## src/rtl/div_result_collector_if.sv

```systemverilog
// div_result_collector_if
//   Bundles the quotient-digit stream coming from the interleaved hex
//   long-divider and the result/status stream going to the checker stage.
//   master : producer side (divider + consumer), drives digits, res_ready, err_clr
//   slave  : collector side, drives the FIFO head, occupancy and sticky flags
interface div_result_collector_if #(
  parameter int CNT_W = 3
);
  logic             dig_valid;
  logic             dig_slot;
  logic [1:0]       dig_iter;
  logic [7:0]       dig_value;
  logic [3:0]       dig_aa;
  logic [3:0]       dig_bb;
  logic             res_valid;
  logic             res_ready;
  logic [3:0]       res_aa;
  logic [3:0]       res_bb;
  logic [15:0]      res_quotient;
  logic             res_error;
  logic [CNT_W-1:0] count;
  logic             seq_error;
  logic             overflow;
  logic             err_clr;

  modport master (
    output dig_valid, dig_slot, dig_iter, dig_value, dig_aa, dig_bb,
    output res_ready, err_clr,
    input  res_valid, res_aa, res_bb, res_quotient, res_error,
    input  count, seq_error, overflow
  );

  modport slave (
    input  dig_valid, dig_slot, dig_iter, dig_value, dig_aa, dig_bb,
    input  res_ready, err_clr,
    output res_valid, res_aa, res_bb, res_quotient, res_error,
    output count, seq_error, overflow
  );
endinterface

```

## src/rtl/div_result_collector.sv

```systemverilog
// div_result_collector
//   Collects the per-iteration quotient digits of the interleaved hex
//   long-divider into two accumulation slots (one per interleave slot),
//   assembles each 4-digit quotient with its operands and queues the
//   finished result in a first-word-fall-through FIFO.
// Ports:
//   clk      : rising-edge clock
//   reset_n  : asynchronous active-low reset
//   bus      : div_result_collector_if.slave
//              dig_*  digit beats in, res_* valid/ready result head out,
//              count occupancy, seq_error/overflow sticky flags, err_clr clear
module div_result_collector #(
  parameter int DEPTH = 4,
  parameter int CNT_W = 3
) (
  input  logic                  clk,
  input  logic                  reset_n,
  div_result_collector_if.slave bus
);

  localparam int               PTR_W    = (DEPTH > 1) ? $clog2(DEPTH) : 1;
  localparam logic [CNT_W-1:0] FULL_CNT = CNT_W'(DEPTH);

  // A digit beat is malformed when its upper nibble is nonzero.
  function automatic logic digit_err_f(input logic [7:0] value);
    return (value[7:4] != 4'h0);
  endfunction

  // Per-slot accumulation state
  logic [1:0]  busy_r;
  logic [1:0]  exp_iter_r [2];
  logic [15:0] acc_r      [2];
  logic [3:0]  aa_r       [2];
  logic [3:0]  bb_r       [2];
  logic [1:0]  err_r;

  // Result FIFO state
  logic [3:0]       mem_aa_r  [DEPTH];
  logic [3:0]       mem_bb_r  [DEPTH];
  logic [15:0]      mem_q_r   [DEPTH];
  logic             mem_err_r [DEPTH];
  logic [PTR_W-1:0] wr_ptr_r;
  logic [PTR_W-1:0] rd_ptr_r;
  logic [CNT_W-1:0] count_r;
  logic             valid_r;
  logic             seq_error_r;
  logic             overflow_r;

  // Beat classification
  logic        start_s;
  logic        adv_s;
  logic        abort_s;
  logic        seq_evt_s;
  logic        complete_s;
  logic [15:0] sel_acc_s;
  logic [15:0] acc_next_s;
  logic        err_next_s;

  // FIFO control
  logic             full_s;
  logic             pop_s;
  logic             push_s;
  logic             ovf_evt_s;
  logic [CNT_W-1:0] count_next_s;

  // Classify the incoming beat against the addressed slot's expected iteration.
  always_comb begin
    start_s   = 1'b0;
    adv_s     = 1'b0;
    abort_s   = 1'b0;
    seq_evt_s = 1'b0;
    if (bus.dig_valid) begin
      if (bus.dig_iter == 2'd0) begin
        start_s   = 1'b1;
        // Restarting a busy slot throws away its partial result.
        seq_evt_s = busy_r[bus.dig_slot];
      end else if (busy_r[bus.dig_slot] && (bus.dig_iter == exp_iter_r[bus.dig_slot])) begin
        adv_s = 1'b1;
      end else begin
        abort_s   = 1'b1;
        seq_evt_s = 1'b1;
      end
    end else begin
      start_s = 1'b0;
    end
  end

  assign complete_s = adv_s && (bus.dig_iter == 2'd3);
  assign sel_acc_s  = acc_r[bus.dig_slot];
  assign acc_next_s = {sel_acc_s[11:0], bus.dig_value[3:0]};
  assign err_next_s = err_r[bus.dig_slot] | digit_err_f(bus.dig_value);

  assign full_s    = (count_r == FULL_CNT);
  assign pop_s     = valid_r && bus.res_ready;
  // A full FIFO still accepts a push when the head leaves on the same edge.
  assign push_s    = complete_s && (!full_s || pop_s);
  assign ovf_evt_s = complete_s && full_s && !pop_s;

  // Next occupancy from the push/pop pair.
  always_comb begin
    count_next_s = count_r;
    case ({push_s, pop_s})
      2'b10:   count_next_s = count_r + {{(CNT_W-1){1'b0}}, 1'b1};
      2'b01:   count_next_s = count_r - {{(CNT_W-1){1'b0}}, 1'b1};
      default: count_next_s = count_r;
    endcase
  end

  // Slot accumulators: only the slot named by the beat is touched.
  always_ff @(posedge clk or negedge reset_n) begin
    if (!reset_n) begin
      busy_r <= 2'b00;
      err_r  <= 2'b00;
      for (int i = 0; i < 2; i++) begin
        exp_iter_r[i] <= 2'd0;
        acc_r[i]      <= 16'h0000;
        aa_r[i]       <= 4'h0;
        bb_r[i]       <= 4'h0;
      end
    end else if (start_s) begin
      busy_r[bus.dig_slot]     <= 1'b1;
      exp_iter_r[bus.dig_slot] <= 2'd1;
      acc_r[bus.dig_slot]      <= {12'h000, bus.dig_value[3:0]};
      aa_r[bus.dig_slot]       <= bus.dig_aa;
      bb_r[bus.dig_slot]       <= bus.dig_bb;
      err_r[bus.dig_slot]      <= digit_err_f(bus.dig_value);
    end else if (adv_s) begin
      busy_r[bus.dig_slot]     <= !complete_s;
      exp_iter_r[bus.dig_slot] <= exp_iter_r[bus.dig_slot] + 2'd1;
      acc_r[bus.dig_slot]      <= acc_next_s;
      err_r[bus.dig_slot]      <= err_next_s;
    end else if (abort_s) begin
      busy_r[bus.dig_slot] <= 1'b0;
    end else begin
      busy_r <= busy_r;
    end
  end

  // Result FIFO storage, pointers, occupancy and sticky status flags.
  always_ff @(posedge clk or negedge reset_n) begin
    if (!reset_n) begin
      for (int i = 0; i < DEPTH; i++) begin
        mem_aa_r[i]  <= 4'h0;
        mem_bb_r[i]  <= 4'h0;
        mem_q_r[i]   <= 16'h0000;
        mem_err_r[i] <= 1'b0;
      end
      wr_ptr_r    <= {PTR_W{1'b0}};
      rd_ptr_r    <= {PTR_W{1'b0}};
      count_r     <= {CNT_W{1'b0}};
      valid_r     <= 1'b0;
      seq_error_r <= 1'b0;
      overflow_r  <= 1'b0;
    end else begin
      if (push_s) begin
        mem_aa_r[wr_ptr_r]  <= aa_r[bus.dig_slot];
        mem_bb_r[wr_ptr_r]  <= bb_r[bus.dig_slot];
        mem_q_r[wr_ptr_r]   <= acc_next_s;
        mem_err_r[wr_ptr_r] <= err_next_s;
        wr_ptr_r            <= wr_ptr_r + {{(PTR_W-1){1'b0}}, 1'b1};
      end
      if (pop_s) begin
        rd_ptr_r <= rd_ptr_r + {{(PTR_W-1){1'b0}}, 1'b1};
      end
      count_r <= count_next_s;
      valid_r <= (count_next_s != {CNT_W{1'b0}});
      // A fresh event outranks a clear in the same cycle.
      if (seq_evt_s) begin
        seq_error_r <= 1'b1;
      end else if (bus.err_clr) begin
        seq_error_r <= 1'b0;
      end
      if (ovf_evt_s) begin
        overflow_r <= 1'b1;
      end else if (bus.err_clr) begin
        overflow_r <= 1'b0;
      end
    end
  end

  // Head fields read as zero while the FIFO is empty.
  assign bus.res_valid    = valid_r;
  assign bus.res_aa       = valid_r ? mem_aa_r[rd_ptr_r]  : 4'h0;
  assign bus.res_bb       = valid_r ? mem_bb_r[rd_ptr_r]  : 4'h0;
  assign bus.res_quotient = valid_r ? mem_q_r[rd_ptr_r]   : 16'h0000;
  assign bus.res_error    = valid_r ? mem_err_r[rd_ptr_r] : 1'b0;
  assign bus.count        = count_r;
  assign bus.seq_error    = seq_error_r;
  assign bus.overflow     = overflow_r;

endmodule
```

## src/flat_wrapper.sv

```systemverilog
// flat-port wrapper written by rule: the top's interface ports become plain ports
module div_result_collector_flat 
#(
  parameter int DEPTH = 4,
  parameter int CNT_W = 3
)
  (clk, reset_n, bus_dig_valid, bus_dig_slot, bus_dig_iter, bus_dig_value, bus_dig_aa, bus_dig_bb, bus_res_ready, bus_err_clr, bus_res_valid, bus_res_aa, bus_res_bb, bus_res_quotient, bus_res_error, bus_count, bus_seq_error, bus_overflow);
  div_result_collector_if #(.CNT_W(CNT_W)) bus_i ();
  input  logic clk;
  input  logic reset_n;
  input wire logic [$bits(bus_i.dig_valid)-1:0] bus_dig_valid;
  input wire logic [$bits(bus_i.dig_slot)-1:0] bus_dig_slot;
  input wire logic [$bits(bus_i.dig_iter)-1:0] bus_dig_iter;
  input wire logic [$bits(bus_i.dig_value)-1:0] bus_dig_value;
  input wire logic [$bits(bus_i.dig_aa)-1:0] bus_dig_aa;
  input wire logic [$bits(bus_i.dig_bb)-1:0] bus_dig_bb;
  input wire logic [$bits(bus_i.res_ready)-1:0] bus_res_ready;
  input wire logic [$bits(bus_i.err_clr)-1:0] bus_err_clr;
  output wire logic [$bits(bus_i.res_valid)-1:0] bus_res_valid;
  output wire logic [$bits(bus_i.res_aa)-1:0] bus_res_aa;
  output wire logic [$bits(bus_i.res_bb)-1:0] bus_res_bb;
  output wire logic [$bits(bus_i.res_quotient)-1:0] bus_res_quotient;
  output wire logic [$bits(bus_i.res_error)-1:0] bus_res_error;
  output wire logic [$bits(bus_i.count)-1:0] bus_count;
  output wire logic [$bits(bus_i.seq_error)-1:0] bus_seq_error;
  output wire logic [$bits(bus_i.overflow)-1:0] bus_overflow;
  assign bus_i.dig_valid = bus_dig_valid;
  assign bus_i.dig_slot = bus_dig_slot;
  assign bus_i.dig_iter = bus_dig_iter;
  assign bus_i.dig_value = bus_dig_value;
  assign bus_i.dig_aa = bus_dig_aa;
  assign bus_i.dig_bb = bus_dig_bb;
  assign bus_i.res_ready = bus_res_ready;
  assign bus_i.err_clr = bus_err_clr;
  assign bus_res_valid = bus_i.res_valid;
  assign bus_res_aa = bus_i.res_aa;
  assign bus_res_bb = bus_i.res_bb;
  assign bus_res_quotient = bus_i.res_quotient;
  assign bus_res_error = bus_i.res_error;
  assign bus_count = bus_i.count;
  assign bus_seq_error = bus_i.seq_error;
  assign bus_overflow = bus_i.overflow;
  div_result_collector #(.DEPTH(DEPTH), .CNT_W(CNT_W)) u_core (.clk(clk), .reset_n(reset_n), .bus(bus_i));
endmodule
```

## config.mk

```make
export PLATFORM = sky130hd
export DESIGN_NAME = div_result_collector_flat
export DESIGN_NICKNAME = d
export VERILOG_FILES = /design/src/rtl/div_result_collector_if.sv /design/src/rtl/div_result_collector.sv /design/src/flat_wrapper.sv
export SDC_FILE = /design/constraint.sdc
export NUM_CORES = 1
export LEC_CHECK = 0
export BUFFER_PORTS_ARGS = -buffer_cell sky130_fd_sc_hd__buf_2
export CELL_PAD_IN_SITES_DETAIL_PLACEMENT = 0
export CELL_PAD_IN_SITES_GLOBAL_PLACEMENT = 1
export CORE_ASPECT_RATIO = 0.75
export CORE_MARGIN = 4
export CORE_UTILIZATION = 50
export CTS_CLUSTER_DIAMETER = 120
export DETAILED_ROUTE_END_ITERATION = 10
export PLACE_DENSITY = 0.81
export SLEW_MARGIN = 40
export SYNTH_ARGS = -nofsm -noshare
export SYNTH_HDL_FRONTEND = slang
export SYNTH_SLANG_ARGS = --single-unit
```

## constraint.sdc

```tcl
create_clock -name clk -period 3.5 [get_ports clk]
set_clock_uncertainty 0.1 [all_clocks]
set_input_delay 0.175 -clock clk [delete_from_list [all_inputs] [get_ports clk]]
set_output_delay 0.175 -clock clk [all_outputs]
set_load 0.05 [all_outputs]
```

==> results of run 1 <==
through the flow:
step	util (%)	setup slack, ps	cell area [um2]	hold WS (ps)	power (mW)
6_report	59.3	813	8620	42.3	4.78
5_1_grt	59.3	705	8620	51.6	5.00
4_1_cts	59.1	802	8600	35.7	4.81
3_5_place_dp	54.3	819	7900	157	3.06
3_3_place_gp	54.3	885	7900	223	3.01
2_1_floorplan	-	748	7450	-221	2.74
state kept, by name, summed over array words and instances (netlist names), named ones only:
| signal | cells |
|---|---|
| u_core.aa_r | 8 |
| u_core.acc_r | 16 |
| u_core.bb_r | 8 |
| u_core.bus.count | 3 |
| u_core.bus.overflow | 1 |
| u_core.bus.res_valid | 1 |
| u_core.bus.seq_error | 1 |
| u_core.busy_r | 2 |
| u_core.err_r | 2 |
| u_core.exp_iter_r | 4 |
| u_core.mem_aa_r | 16 |
| u_core.mem_bb_r | 16 |
| u_core.mem_err_r | 4 |
| u_core.mem_q_r | 64 |
| u_core.rd_ptr_r | 2 |
| u_core.wr_ptr_r | 2 |
worst max-delay path by stage:
stage / slack [ps] / depth (start not counted) / start / end
floorplan: 750 / 7 / u_core.bus.res_valid / u_core.bus.res_valid
global placement: 890 / 6 / bus_dig_slot / u_core.acc_r[27]
detailed placement: 820 / 6 / bus_dig_slot / u_core.acc_r[27]
CTS: 800 / 4 / u_core.rd_ptr_r[0] / bus_res_quotient[1]
global route: 700 / 9 / u_core.exp_iter_r[0] / u_core.bus.res_valid
finish: 810 / 9 / u_core.exp_iter_r[0] / u_core.bus.res_valid
metal layers:
| layer | wire length, um | global-route usage (%) | up-vias |
|---|---|---|---|
| li1 | - | - | 2098 |
| met1 | 7630 | 29.2 | 2454 |
| met2 | 7830 | 33.1 | 95 |
| met3 | 708 | 3.49 | 22 |
| met4 | 297 | 7.32 | 0 |
| met5 | 0 | 0 | - |
placed cells by master (no fill, tap or decap), types with 2 or more instances in the layout:
cell type	instances
sky130_fd_sc_hd__buf_4	13
sky130_fd_sc_hd__xnor2_1	4
sky130_fd_sc_hd__mux2_1	7
sky130_fd_sc_hd__o21ai_0	19
sky130_fd_sc_hd__dfrtp_1	157
sky130_fd_sc_hd__o22ai_1	8
sky130_fd_sc_hd__nand4_1	14
sky130_fd_sc_hd__mux4_2	25
sky130_fd_sc_hd__nor2_1	2
sky130_fd_sc_hd__clkinv_2	3
sky130_fd_sc_hd__dlygate4sd3_1	14
sky130_fd_sc_hd__a21oi_1	2
sky130_fd_sc_hd__nor2b_1	3
sky130_fd_sc_hd__xor2_1	2
sky130_fd_sc_hd__o31ai_1	3
sky130_fd_sc_hd__and2_1	29
sky130_fd_sc_hd__inv_1	7
sky130_fd_sc_hd__and3_1	2
sky130_fd_sc_hd__mux2_2	131
sky130_fd_sc_hd__buf_12	2
sky130_fd_sc_hd__buf_2	53
sky130_fd_sc_hd__nand2_1	50
sky130_fd_sc_hd__nand3_1	2
sky130_fd_sc_hd__clkbuf_8	2
sky130_fd_sc_hd__mux2i_1	9
sky130_fd_sc_hd__nand3_2	4
sky130_fd_sc_hd__clkinvlp_4	3
sky130_fd_sc_hd__ha_1	5
sky130_fd_sc_hd__clkbuf_1	4
sky130_fd_sc_hd__clkbuf_16	17
critical path, stage by stage, from the launching register on:
cell and delay, ps:
sky130_fd_sc_hd__dfrtp_1 460, sky130_fd_sc_hd__nand3_1 210, sky130_fd_sc_hd__a211oi_4 290, sky130_fd_sc_hd__nand2_1 170
sky130_fd_sc_hd__ha_1 270, sky130_fd_sc_hd__fa_1 380, sky130_fd_sc_hd__xnor2_1 170, sky130_fd_sc_hd__nor2_1 70
sky130_fd_sc_hd__xor2_1 150, sky130_fd_sc_hd__or3_1 300
layout make-up:
type	count	area (um2)	share of cell area, %
Sequential cell	158	3960	45.9
Clock inverter	9	85.1	0.987
Multi-Input combinational cell	341	3250	37.7
Timing Repair Buffer	84	586	6.79
Clock buffer	23	468	5.43
Tap cell	200	250	2.90
Inverter	7	26.3	0.305
power by group through the flow:
stage               clock network, mW  logic, mW  registers, mW
global placement                    0      0.831           2.18
CTS                              1.77      0.876           2.17
finish                           1.74      0.873           2.17
floorplan                           0      0.582           2.16
detailed placement                  0      0.860           2.20
global route                     1.87      0.947           2.19
kinds of logic after synthesis:
family,synth area share [%]
buffers and inverters,3.27
multiplexers,29.6
XOR/XNOR,0.705
adder cells (fa/ha/maj),1.11
AO/OA/AOI/OAI,3.61
flip-flops,53.1
AND/OR/NAND/NOR,8.63
==> impl_metrics.prom, run 1 <==
# TYPE chip_impl_metric gauge
chip_impl_metric{name="cells_after_synthesis",unit=""} 541
chip_impl_metric{name="syn-num-nets",unit=""} 571
chip_impl_metric{name="crit_fanout",unit=""} 6
chip_impl_info{name="synth_area_leader_cell",value="sky130_fd_sc_hd__dfrtp_1"} 1
chip_impl_metric{name="place_hpwl",unit="mm"} 10.6
chip_impl_metric{name="cts_setup_buffers",unit=""} 0
chip_impl_info{name="crit_path_start_kind",value="flop"} 1
chip_impl_metric{name="worst_setup_hold_path_clk_slew",unit="ps"} 60
chip_impl_metric{name="filler_cell_count",unit=""} 1152
chip_impl_info{name="critical_path.reg2reg.endpoint",value="u_core.bus.res_valid"} 1
chip_impl_metric{name="yosysSeqAreaShare",unit="%"} 53.1
chip_impl_metric{name="final_cells",unit=""} 822
chip_impl_metric{name="num_io_pins",unit=""} 55
chip_impl_metric{name="maxSlewHeadroom",unit="%"} 52.7
chip_impl_metric{name="syn-cell-area",unit="um2"} 7450
chip_impl_metric{name="share_of_async_settable_or_async_resettable_flops_after_synthesis",unit="%"} 100
chip_impl_metric{name="gp_routability_congestion",unit=""} 0.814
chip_impl_metric{name="diodes",unit=""} 0
chip_impl_metric{name="design.final.nets",unit=""} 639
chip_impl_metric{name="die_height",unit="um"} 114
chip_impl_info{name="regToRegStartpoint",value="u_core.exp_iter_r[0]"} 1
chip_impl_metric{name="fp.dieW",unit="um"} 149
chip_impl_metric{name="grt_max_degree",unit=""} 100
chip_impl_metric{name="htreeDepth",unit=""} 4
chip_impl_metric{name="slew_viol_final",unit=""} 0
chip_impl_metric{name="sw_frac_of_total",unit="%"} 29.5
chip_impl_metric{name="cp.required",unit="ps"} 3710
chip_impl_metric{name="dp_cells",unit=""} 775
chip_impl_metric{name="unique_masters_post_synth",unit=""} 46
chip_impl_metric{name="tritoncts_num_sinks",unit=""} 158
chip_impl_info{name="unrepaired_setup_endpoints_after_global_routing",value="no"} 1
chip_impl_info{name="top_cells_by_instance_count_after_synthesis",value="sky130_fd_sc_hd__dfrtp_1 (158), sky130_fd_sc_hd__mux2_2 (131), sky130_fd_sc_hd__nand2_1 (50)"} 1
chip_impl_metric{name="clock.fmax",unit="MHz"} 372
chip_impl_metric{name="p_clk_share",unit="%"} 36.4
chip_impl_metric{name="fp-row-count",unit=""} 38
chip_impl_metric{name="synth_edf_count",unit=""} 0
chip_impl_metric{name="layout_min_cycle_time",unit="ps"} 2690
chip_impl_metric{name="drcViolationCount",unit=""} 0
chip_impl_info{name="clockRootBuffer",value="sky130_fd_sc_hd__clkbuf_16"} 1
chip_impl_metric{name="net-switching-power",unit="mW"} 1.41
chip_impl_metric{name="cts-hold-fix-buffers",unit=""} 14
chip_impl_info{name="cts_tree",value="done"} 1
chip_impl_metric{name="fin_tns_setup",unit="ps"} 0
chip_impl_metric{name="detailroute.via_count",unit=""} 4669
chip_impl_metric{name="die_area",unit="um2"} 16900
chip_impl_metric{name="p_seq_share",unit="%"} 45.3
chip_impl_info{name="hold_path_startpoint",value="bus_dig_value[6]"} 1
chip_impl_metric{name="detail_route.vias_per_cell",unit=""} 5.68
chip_impl_metric{name="layout-drive-gt1-share",unit="%"} 42.3
chip_impl_metric{name="buffers_from_clock_root_to_sink_at_most",unit=""} 2
chip_impl_metric{name="max_cap_viols",unit=""} 0
chip_impl_metric{name="first_global_vias",unit=""} 4978
chip_impl_metric{name="worst-r2r-cell-count",unit=""} 9
chip_impl_metric{name="syn_to_final_growth",unit="%"} 15.7
chip_impl_metric{name="globalRouteTotalUtil",unit="%"} 20.8
chip_impl_metric{name="detailedRoute.firstPassIterationCount",unit=""} 4
chip_impl_info{name="synth.most_common_cell",value="sky130_fd_sc_hd__dfrtp_1"} 1
chip_impl_metric{name="drtIter0Drc",unit=""} 330
chip_impl_metric{name="number_of_gates_given_a_new_drive_strength_after_cts",unit=""} 0
chip_impl_metric{name="peakVddDrop",unit="V"} 0.000352
chip_impl_metric{name="timing.final.hold_violations",unit=""} 0
chip_impl_metric{name="routed_wirelength",unit="mm"} 16.5
chip_impl_metric{name="internal_power",unit="mW"} 3.37
chip_impl_info{name="worst_setup_path_end_kind",value="flop"} 1
chip_impl_metric{name="start_util",unit="%"} 51.2
chip_impl_metric{name="ant_nets",unit=""} 0
chip_impl_metric{name="cts-buffers-inserted",unit=""} 17
chip_impl_metric{name="clk_latency",unit="ps"} 420
chip_impl_metric{name="timing.hold.worst_path_depth",unit=""} 3
chip_impl_metric{name="synthesis.area_per_instance",unit="um2"} 13.8
chip_impl_metric{name="combinationalPowerShare",unit="%"} 18.3
chip_impl_metric{name="synth_seq_cells",unit=""} 158
chip_impl_info{name="timing.setup.critical_path_class",value="flop to flop"} 1
chip_impl_metric{name="report.final.setup_viol",unit=""} 0
chip_impl_metric{name="power_per_cell_area",unit="nW/um2"} 554
chip_impl_info{name="synth-main-ff-cell",value="sky130_fd_sc_hd__dfrtp_1"} 1
chip_impl_info{name="run_status",value="completed"} 1
chip_impl_metric{name="synth_largest_type_area_fraction",unit="%"} 53.1
chip_impl_info{name="synth.top_cells.by_area",value="sky130_fd_sc_hd__dfrtp_1 (53%), sky130_fd_sc_hd__mux2_2 (20%), sky130_fd_sc_hd__mux4_2 (7.6%)"} 1
chip_impl_metric{name="numPortBuffers",unit=""} 54
chip_impl_metric{name="leakage_power_figure",unit="nW"} 4.17
chip_impl_info{name="min-delay-path-class",value="input port to flop"} 1
chip_impl_metric{name="synthesis.yosys.warnings",unit=""} 0
chip_impl_info{name="worstHoldEndpoint",value="u_core.err_r[0]"} 1
chip_impl_metric{name="wl_per_cell",unit="um"} 20.0
chip_impl_metric{name="tightest_slew",unit="ps"} 709
chip_impl_metric{name="reg2reg_slack",unit="ps"} 810
chip_impl_metric{name="post-route-period-util",unit="%"} 76.8
chip_impl_metric{name="globalRouteOverflowTotal",unit=""} 0
chip_impl_metric{name="global_route_wire_length_before_repair",unit="mm"} 27.1
chip_impl_metric{name="initial_antenna_violation_count",unit=""} 0
chip_impl_metric{name="core",unit="um2"} 14500
chip_impl_metric{name="crit_arrival",unit="ps"} 2890
No activity file was read; power rests on OpenSTA's default activity.
==> inputs of run 2 (changes only) <==
--- a/config.mk
+++ b/config.mk
@@ -5,15 +5,16 @@
 export SDC_FILE = /design/constraint.sdc
 export NUM_CORES = 1
 export LEC_CHECK = 0
+export ABC_AREA = 1
 export BUFFER_PORTS_ARGS = -buffer_cell sky130_fd_sc_hd__buf_2
 export CELL_PAD_IN_SITES_DETAIL_PLACEMENT = 0
 export CELL_PAD_IN_SITES_GLOBAL_PLACEMENT = 1
 export CORE_ASPECT_RATIO = 0.75
 export CORE_MARGIN = 4
-export CORE_UTILIZATION = 50
+export CORE_UTILIZATION = 45
 export CTS_CLUSTER_DIAMETER = 120
 export DETAILED_ROUTE_END_ITERATION = 10
-export PLACE_DENSITY = 0.81
+export PLACE_DENSITY = 0.82
 export SLEW_MARGIN = 40
 export SYNTH_ARGS = -nofsm -noshare
 export SYNTH_HDL_FRONTEND = slang
==> constraint.sdc (replaced) <==
create_clock -name clk -period 2.5 [get_ports clk]
set_clock_uncertainty 0.1 [all_clocks]
set_input_delay 0.125 -clock clk [delete_from_list [all_inputs] [get_ports clk]]
set_output_delay 0.125 -clock clk [all_outputs]
set_load 0.05 [all_outputs]
==> run 2 against run 1 <==
- power increased by 100%
- area after synthesis increased by 0.34%
- clock-buffer cell count increased by 1
- die area increased by 11%
- hold slack got worse by 19 ps
- non-clock buffer count increased by 21
- synthesized cell count increased by 77%
- global-route usage increased by 1.6 points
- sequential share of layout area decreased by 0.92 points
- flip-flop and latch count unchanged
- critical endpoint unchanged
- setup slack got worse by 720 ps
==> impl_metrics.prom, run 2 <==
# TYPE chip_impl_metric gauge
chip_impl_metric{name="cts-buffers-inserted",unit=""} 17
chip_impl_metric{name="largest_register_ffs",unit=""} 64
chip_impl_info{name="top_cells_by_instance_count_after_synthesis",value="sky130_fd_sc_hd__nand2_1 (389), sky130_fd_sc_hd__dfrtp_1 (158), sky130_fd_sc_hd__nor2_1 (110)"} 1
chip_impl_metric{name="maxSlewHeadroom",unit="%"} 49.5
chip_impl_metric{name="synth_seq_cells",unit=""} 158
chip_impl_metric{name="p_clk_share",unit="%"} 27.2
chip_impl_metric{name="tritoncts_num_sinks",unit=""} 158
chip_impl_metric{name="globalRouteTotalUtil",unit="%"} 22.3
chip_impl_metric{name="htreeDepth",unit=""} 4
chip_impl_metric{name="unique_masters_post_synth",unit=""} 31
chip_impl_info{name="synth.most_common_cell",value="sky130_fd_sc_hd__nand2_1"} 1
chip_impl_metric{name="design.final.nets",unit=""} 1061
chip_impl_metric{name="place_hpwl",unit="mm"} 12.9
chip_impl_metric{name="synthesis.yosys.warnings",unit=""} 0
chip_impl_metric{name="timing.hold.worst_path_depth",unit=""} 4
chip_impl_info{name="synth.top_cells.by_area",value="sky130_fd_sc_hd__dfrtp_1 (53%), sky130_fd_sc_hd__nand2_1 (20%), sky130_fd_sc_hd__o21ai_0 (6.4%)"} 1
chip_impl_metric{name="tightest_slew",unit="ps"} 750
chip_impl_metric{name="detailroute.via_count",unit=""} 6254
chip_impl_metric{name="buffers_from_clock_root_to_sink_at_most",unit=""} 2
chip_impl_metric{name="sw_frac_of_total",unit="%"} 41.0
chip_impl_metric{name="leakage_power_figure",unit="nW"} 4.69
chip_impl_metric{name="p_seq_share",unit="%"} 34.4
chip_impl_metric{name="timing.final.hold_violations",unit=""} 0
chip_impl_info{name="top_register",value="u_core.mem_q_r"} 1
chip_impl_metric{name="initial_antenna_violation_count",unit=""} 0
chip_impl_info{name="most_common_cell_after_layout_fill_and_taps_aside",value="sky130_fd_sc_hd__nand2_1"} 1
chip_impl_metric{name="clock.fmax",unit="MHz"} 416
chip_impl_metric{name="worst-r2r-cell-count",unit=""} 12
chip_impl_metric{name="fp-row-count",unit=""} 40
chip_impl_metric{name="routed_wirelength",unit="mm"} 19.9
chip_impl_metric{name="cells_after_synthesis",unit=""} 955
chip_impl_metric{name="globalRouteOverflowTotal",unit=""} 0
chip_impl_metric{name="synthesis.area_per_instance",unit="um2"} 7.83
chip_impl_metric{name="worst_setup_hold_path_clk_slew",unit="ps"} 70
chip_impl_metric{name="crit_fanout",unit=""} 2
chip_impl_metric{name="multi_input_combinational_cell_area",unit="um2"} 3010
chip_impl_metric{name="layout.core_utilization",unit="%"} 54.5
chip_impl_metric{name="detailedRoute.firstPassIterationCount",unit=""} 5
chip_impl_info{name="synth-main-ff-cell",value="sky130_fd_sc_hd__dfrtp_1"} 1
chip_impl_metric{name="drcViolationCount",unit=""} 0
chip_impl_metric{name="core",unit="um2"} 16200
chip_impl_metric{name="combinationalPowerShare",unit="%"} 38.3
chip_impl_metric{name="fp.dieW",unit="um"} 157
chip_impl_info{name="min-delay-path-class",value="input port to flop"} 1
chip_impl_metric{name="design_power_total",unit="mW"} 9.57
chip_impl_info{name="crit_path_start_kind",value="flop"} 1
chip_impl_metric{name="num_io_pins",unit=""} 55
chip_impl_info{name="timing.setup.critical_path_class",value="flop to flop"} 1
chip_impl_metric{name="finish.instance_area",unit="um2"} 8810
chip_impl_metric{name="syn-num-nets",unit=""} 985
chip_impl_metric{name="yosysSeqAreaShare",unit="%"} 52.9
chip_impl_info{name="worst_setup_path_end_kind",value="flop"} 1
chip_impl_metric{name="first_global_vias",unit=""} 6018
chip_impl_metric{name="crit_arrival",unit="ps"} 2610
chip_impl_info{name="clockRootBuffer",value="sky130_fd_sc_hd__clkbuf_16"} 1
chip_impl_metric{name="peakVddDrop",unit="V"} 0.000612
chip_impl_metric{name="filler_cell_count",unit=""} 1562
chip_impl_metric{name="power_per_cell_area",unit="nW/um2"} 1090
chip_impl_metric{name="numPortBuffers",unit=""} 54
chip_impl_metric{name="share_of_async_settable_or_async_resettable_flops_after_synthesis",unit="%"} 100
chip_impl_metric{name="synth_edf_count",unit=""} 0
chip_impl_metric{name="start_util",unit="%"} 46.3
chip_impl_metric{name="die_area",unit="um2"} 18800
chip_impl_metric{name="detail_route.vias_per_cell",unit=""} 4.99
chip_impl_metric{name="syn-cell-area",unit="um2"} 7480
chip_impl_metric{name="sequential_cell_area",unit="um2"} 3960
chip_impl_metric{name="max_cap_viols",unit=""} 0
chip_impl_metric{name="drtIter0Drc",unit=""} 389
chip_impl_metric{name="slew_viol_final",unit=""} 0
chip_impl_info{name="cts_tree",value="done"} 1
chip_impl_metric{name="syn_to_final_growth",unit="%"} 17.8
chip_impl_metric{name="layout-drive-gt1-share",unit="%"} 14.1
chip_impl_metric{name="grt_max_degree",unit=""} 60
chip_impl_metric{name="post-route-period-util",unit="%"} 96.2
chip_impl_metric{name="dp_cells",unit=""} 1204
chip_impl_metric{name="layout_min_cycle_time",unit="ps"} 2400
chip_impl_info{name="mostFrequentLayoutCells",value="sky130_fd_sc_hd__nand2_1 (389), sky130_fd_sc_hd__dfrtp_1 (154), sky130_fd_sc_hd__nor2_1 (110)"} 1
chip_impl_metric{name="die_height",unit="um"} 120
chip_impl_metric{name="ant_nets",unit=""} 0
chip_impl_metric{name="wl_per_cell",unit="um"} 15.9
chip_impl_info{name="synth_area_leader_cell",value="sky130_fd_sc_hd__dfrtp_1"} 1
chip_impl_info{name="run_status",value="completed"} 1
chip_impl_metric{name="diodes",unit=""} 0
chip_impl_metric{name="placed_cell_area",unit="um2"} 8030
chip_impl_metric{name="synth_largest_type_area_fraction",unit="%"} 52.9
chip_impl_metric{name="cp.required",unit="ps"} 2710
chip_impl_metric{name="global_route_wire_length_before_repair",unit="mm"} 32.9
chip_impl_metric{name="final_cells",unit=""} 1253
chip_impl_metric{name="report.final.setup_viol",unit=""} 0
chip_impl_metric{name="fin_hold_ws",unit="ps"} 23.3
chip_impl_metric{name="clk_latency",unit="ps"} 430
chip_impl_metric{name="net-switching-power",unit="mW"} 3.92
chip_impl_metric{name="gp_routability_congestion",unit=""} 0.797
chip_impl_metric{name="internal_power",unit="mW"} 5.64
==> run 2: cell types whose count changed after synthesis, sizes merged, moves of 8 or more <==
| cell | previous run | this run |
|---|---|---|
| nor2 | 2 | 115 |
| mux4 | 25 | 0 |
| o21ai | 19 | 97 |
| mux2 | 138 | 1 |
| clkbuf | 13 | 28 |
| mux2i | 9 | 0 |
| nand4 | 15 | 5 |
| nand2 | 50 | 391 |
| a21oi | 2 | 33 |
| inv | 7 | 63 |
| and2 | 29 | 0 |
| nand3 | 6 | 14 |
==> run 2: final cells by class <==
cell class / instances / share of cell area (%)
sequential: 158 / 44.9
multi-input combinational: 685 / 34.2
timing repair buffer: 105 / 8.37
clock buffer: 24 / 5.70
tap: 210 / 2.98
inverter: 64 / 2.88
clock inverter: 7 / 0.966
==> run 2: timing repair <==
action / CTS / global route
endpoints found under the setup margin: 0 / 2
gates resized for setup: 0 / 3
setup buffers: 0 / 2
hold buffers: 16 / 0
endpoints found under the hold margin: 201 / 0
==> run 2: power groups by stage <==
stage / sequential, mW / combinational (mW) / clock [mW]
floorplan: 3.37 / 2.54 / 0
global route: 3.35 / 4.07 / 2.77
detailed placement: 3.32 / 3.63 / 0
global placement: 3.30 / 3.61 / 0
CTS: 3.28 / 3.66 / 2.65
finish: 3.29 / 3.67 / 2.61
==> run 2: metrics by stage <==
stage	setup WS (ps)	TNS, ps
6_report	96.0	0
5_1_grt	-28.3	-28.3
4_1_cts	63.2	0
3_5_place_dp	77.8	0
3_3_place_gp	105	0
2_1_floorplan	-67.0	-67.0
==> run 2: final timing paths <==
| path | start | to | slack [ps] |
|---|---|---|---|
| worst max register to register | u_core.exp_iter_r[0] | u_core.bus.res_valid | 100 |
| min in group asynchronous | reset_n | asynchronous set/reset pin | 100 |
| worst max-delay path | u_core.exp_iter_r[0] | u_core.bus.res_valid | 100 |
| worst min-delay path | bus_res_ready | u_core.rd_ptr_r[0] | 20 |
| worst min register to register | u_core.mem_q_r[7] | u_core.mem_q_r[7] | 360 |
| max in group asynchronous | reset_n | u_core.bus.count[0] | 1510 |
==> run 2: critical path: stages (launching register included) <==
cell                      delay, ps
sky130_fd_sc_hd__dfrtp_1        390
sky130_fd_sc_hd__inv_2           70
sky130_fd_sc_hd__nand2_2         50
sky130_fd_sc_hd__nand2_1         70
sky130_fd_sc_hd__nand2_1         60
sky130_fd_sc_hd__nand2_2         80
sky130_fd_sc_hd__inv_2           50
sky130_fd_sc_hd__nor2_4         100
sky130_fd_sc_hd__nand4_4        110
sky130_fd_sc_hd__ha_4           190
sky130_fd_sc_hd__fa_2           390
sky130_fd_sc_hd__mux2_4         290
sky130_fd_sc_hd__or3_1          350
==> run 2: cells by family after synthesis <==
| kind of cell | share of synthesized area, % |
|---|---|
| muxes | 0.151 |
| xor gates and xnor gates | 0.469 |
| buffers and inverters | 7.50 |
| and+or+nand+nor | 27.8 |
| DFF | 52.9 |
| AOI/OAI and AO/OA | 10.1 |
| adders and majority gates | 1.10 |
==> run 2: metal layers <==
| metal | up-vias | global-route usage, % | wire length (um) |
|---|---|---|---|
| met4 | 0 | 6.07 | 266 |
| met3 | 18 | 4.65 | 916 |
| met1 | 2957 | 33.3 | 9900 |
| met2 | 134 | 33.1 | 8820 |
| met5 | - | 0 | 0 |
| li1 | 3145 | - | - |
==> inputs of run 3 (changes only) <==
--- a/config.mk
+++ b/config.mk
@@ -11,10 +11,10 @@
 export CELL_PAD_IN_SITES_GLOBAL_PLACEMENT = 1
 export CORE_ASPECT_RATIO = 0.75
 export CORE_MARGIN = 4
-export CORE_UTILIZATION = 45
+export CORE_UTILIZATION = 28
 export CTS_CLUSTER_DIAMETER = 120
 export DETAILED_ROUTE_END_ITERATION = 10
-export PLACE_DENSITY = 0.82
+export PLACE_DENSITY = 0.56
 export SLEW_MARGIN = 40
 export SYNTH_ARGS = -nofsm -noshare
 export SYNTH_HDL_FRONTEND = slang
==> constraint.sdc (replaced) <==
create_clock -name clk -period 3.07 [get_ports clk]
set_clock_uncertainty 0.1 [all_clocks]
set_input_delay 0.1535 -clock clk [delete_from_list [all_inputs] [get_ports clk]]
set_output_delay 0.1535 -clock clk [all_outputs]
set_load 0.05 [all_outputs]
==> run 3 against run 2 <==
- maximum frequency fell by 6.6%
- power is 18% lower
- first-iteration DRC count shrank 9.8%
- sequential share of layout area fell by 0.12 points
- critical path depth is 5 lower
- die area up 57%
- clock-buffer cell count shrank 7
- combinational power fell by 20%
- largest cell class unchanged
- setup slack better by 400 ps
- clock power decreased by 14%
==> impl_metrics.prom, run 3 (synthesized netlist as in run 2, its figures left out) <==
# TYPE chip_impl_metric gauge
chip_impl_info{name="run_status",value="completed"} 1
chip_impl_metric{name="maxSlewHeadroom",unit="%"} 44.5
chip_impl_info{name="clockRootBuffer",value="sky130_fd_sc_hd__clkbuf_16"} 1
chip_impl_metric{name="num_io_pins",unit=""} 55
chip_impl_metric{name="clk_latency",unit="ps"} 430
chip_impl_metric{name="detail_route.vias_per_cell",unit=""} 4.49
chip_impl_info{name="top_register",value="u_core.mem_q_r"} 1
chip_impl_metric{name="leakage_power_figure",unit="nW"} 4.61
chip_impl_metric{name="cts-hold-fix-buffers",unit=""} 15
chip_impl_metric{name="crit_fanout",unit=""} 4
chip_impl_metric{name="die_height",unit="um"} 150
chip_impl_metric{name="design.final.nets",unit=""} 1050
chip_impl_metric{name="cts_setup_buffers",unit=""} 0
chip_impl_metric{name="fin_hold_ws",unit="ps"} 36.3
chip_impl_metric{name="peakVddDrop",unit="V"} 0.000513
chip_impl_metric{name="max_cap_viols",unit=""} 0
chip_impl_metric{name="gp_routability_congestion",unit=""} 0.760
chip_impl_metric{name="initial_antenna_violation_count",unit=""} 0
chip_impl_info{name="most_common_cell_after_layout_fill_and_taps_aside",value="sky130_fd_sc_hd__nand2_1"} 1
chip_impl_metric{name="diodes",unit=""} 0
chip_impl_metric{name="detailedPlace.worstSlack",unit="ps"} 279
chip_impl_metric{name="clock.fmax",unit="MHz"} 388
chip_impl_metric{name="globalRouteOverflowTotal",unit=""} 0
chip_impl_metric{name="final_cells",unit=""} 1377
chip_impl_metric{name="layout_min_cycle_time",unit="ps"} 2580
chip_impl_metric{name="post-route-period-util",unit="%"} 83.9
chip_impl_info{name="min-delay-path-class",value="input port to flop"} 1
chip_impl_metric{name="die_area",unit="um2"} 29400
chip_impl_metric{name="tritoncts_num_sinks",unit=""} 158
chip_impl_metric{name="drtIter0Drc",unit=""} 351
chip_impl_metric{name="globalRouteTotalUtil",unit="%"} 16.1
chip_impl_metric{name="dp_cells",unit=""} 1330
chip_impl_metric{name="global_route_wire_length_before_repair",unit="mm"} 36.2
chip_impl_metric{name="report.final.setup_viol",unit=""} 0
chip_impl_metric{name="drcViolationCount",unit=""} 0
chip_impl_metric{name="power_per_cell_area",unit="nW/um2"} 888
chip_impl_metric{name="syn_to_final_growth",unit="%"} 18.0
chip_impl_metric{name="grt_max_degree",unit=""} 68
chip_impl_metric{name="crit_arrival",unit="ps"} 2780
chip_impl_metric{name="first_global_vias",unit=""} 6108
chip_impl_metric{name="detailedRoute.firstPassIterationCount",unit=""} 5
chip_impl_metric{name="layout-drive-gt1-share",unit="%"} 12.3
chip_impl_metric{name="detailroute.via_count",unit=""} 6187
chip_impl_info{name="crit_path_start_kind",value="flop"} 1
chip_impl_metric{name="largest_register_ffs",unit=""} 64
chip_impl_metric{name="routed_wirelength",unit="mm"} 22.7
chip_impl_metric{name="fp-row-count",unit=""} 51
chip_impl_metric{name="tightest_slew",unit="ps"} 824
chip_impl_metric{name="wl_per_cell",unit="um"} 16.5
chip_impl_metric{name="numPortBuffers",unit=""} 54
chip_impl_metric{name="slew_viol_final",unit=""} 0
chip_impl_info{name="timing.setup.critical_path_class",value="flop to flop"} 1
chip_impl_info{name="mostFrequentLayoutCells",value="sky130_fd_sc_hd__nand2_1 (389), sky130_fd_sc_hd__dfrtp_1 (158), sky130_fd_sc_hd__nor2_1 (110)"} 1
chip_impl_metric{name="fp.dieW",unit="um"} 197
chip_impl_metric{name="filler_cell_count",unit=""} 2840
chip_impl_metric{name="fin_tns_setup",unit="ps"} 0
chip_impl_info{name="unrepaired_setup_endpoints_after_global_routing",value="no"} 1
chip_impl_metric{name="layout_setup_ws",unit="ps"} 495
chip_impl_metric{name="number_of_gates_given_a_new_drive_strength_after_cts",unit=""} 0
chip_impl_metric{name="multi_input_combinational_cell_area",unit="um2"} 2960
chip_impl_metric{name="ant_nets",unit=""} 0
chip_impl_metric{name="sequential_cell_area",unit="um2"} 3950
chip_impl_metric{name="htreeDepth",unit=""} 4
chip_impl_metric{name="worst_setup_hold_path_clk_slew",unit="ps"} 70
chip_impl_metric{name="place_hpwl",unit="mm"} 14.4
chip_impl_info{name="cts_tree",value="done"} 1
chip_impl_metric{name="cts-buffers-inserted",unit=""} 17
chip_impl_metric{name="timing.final.hold_violations",unit=""} 0
chip_impl_metric{name="cp.required",unit="ps"} 3280
chip_impl_metric{name="start_util",unit="%"} 28.6
chip_impl_metric{name="core",unit="um2"} 26100
chip_impl_info{name="worst_setup_path_end_kind",value="flop"} 1
chip_impl_metric{name="buffers_from_clock_root_to_sink_at_most",unit=""} 2
## run 3: cell count changes in the layout (fill, tap and decap cells not counted), moves of 3 or more
cell	delta
sky130_fd_sc_hd__buf_12	-3
sky130_fd_sc_hd__buf_4	-7
sky130_fd_sc_hd__clkbuf_8	-5
sky130_fd_sc_hd__clkinv_2	-4
sky130_fd_sc_hd__clkinvlp_4	+4
sky130_fd_sc_hd__dfrtp_1	+4
sky130_fd_sc_hd__dfrtp_2	-4
sky130_fd_sc_hd__inv_6	+4
## run 3: metal layers
layer	routed length (um)	global-route usage [%]	share of wire, %
met5	0	0	0
met4	170	3.53	0.75
met3	688	3.40	3.0
met2	9730	23.9	43
met1	12100	24.3	53
## run 3: path summary, 6_finish.rpt
kind                                           from                   end  slack [ps]  cells past startpoint
worst max-delay path            u_core.bus.count[0]  u_core.bus.res_valid         490                      7
worst min-delay path                  bus_dig_valid  u_core.exp_iter_r[0]          40                      3
worst max register to register  u_core.bus.count[0]  u_core.bus.res_valid         490                      7
worst min register to register    u_core.mem_q_r[7]     u_core.mem_q_r[7]         370                      2
max in group asynchronous                   reset_n    u_core.mem_q_r[12]        1750                      3
min in group asynchronous                   reset_n    u_core.mem_q_r[39]         180                      2
## run 3: where the power goes
| part | total [mW] | internal (mW) | switching, mW |
|---|---|---|---|
| clock network | 2.25 | 1.29 | 0.959 |
| logic | 2.93 | 0.751 | 2.18 |
| registers | 2.65 | 2.46 | 0.194 |
| total | 7.83 | 4.50 | 3.33 |
## run 3: worst max-delay path: stages (launching register included)
cell and delay [ps]:
sky130_fd_sc_hd__dfrtp_1 430, sky130_fd_sc_hd__nor4_1 420, sky130_fd_sc_hd__inv_1 140, sky130_fd_sc_hd__nand4_4 110, sky130_fd_sc_hd__ha_1 210, sky130_fd_sc_hd__fa_1 420
sky130_fd_sc_hd__mux2_2 280, sky130_fd_sc_hd__or3_1 340
## run 3: layout make-up
class / count / area share [%]
repair buffers: 94 / 6.96
well taps: 344 / 4.88
flip-flops and latches: 158 / 44.8
clock buffers: 17 / 4.82
clock inverters: 15 / 2.10
inverters: 64 / 2.84
multi-input cells: 685 / 33.6
## run 3: per-stage QoR
step | util, % | power, mW | area (um2)
3_3_place_gp | 30.9 | 5.65 | 8060
5_1_grt | 33.8 | 8.35 | 8820
3_5_place_dp | 30.9 | 5.65 | 8060
2_1_floorplan | - | 4.78 | 7480
4_1_cts | 33.8 | 7.95 | 8820
6_report | 33.8 | 7.83 | 8820
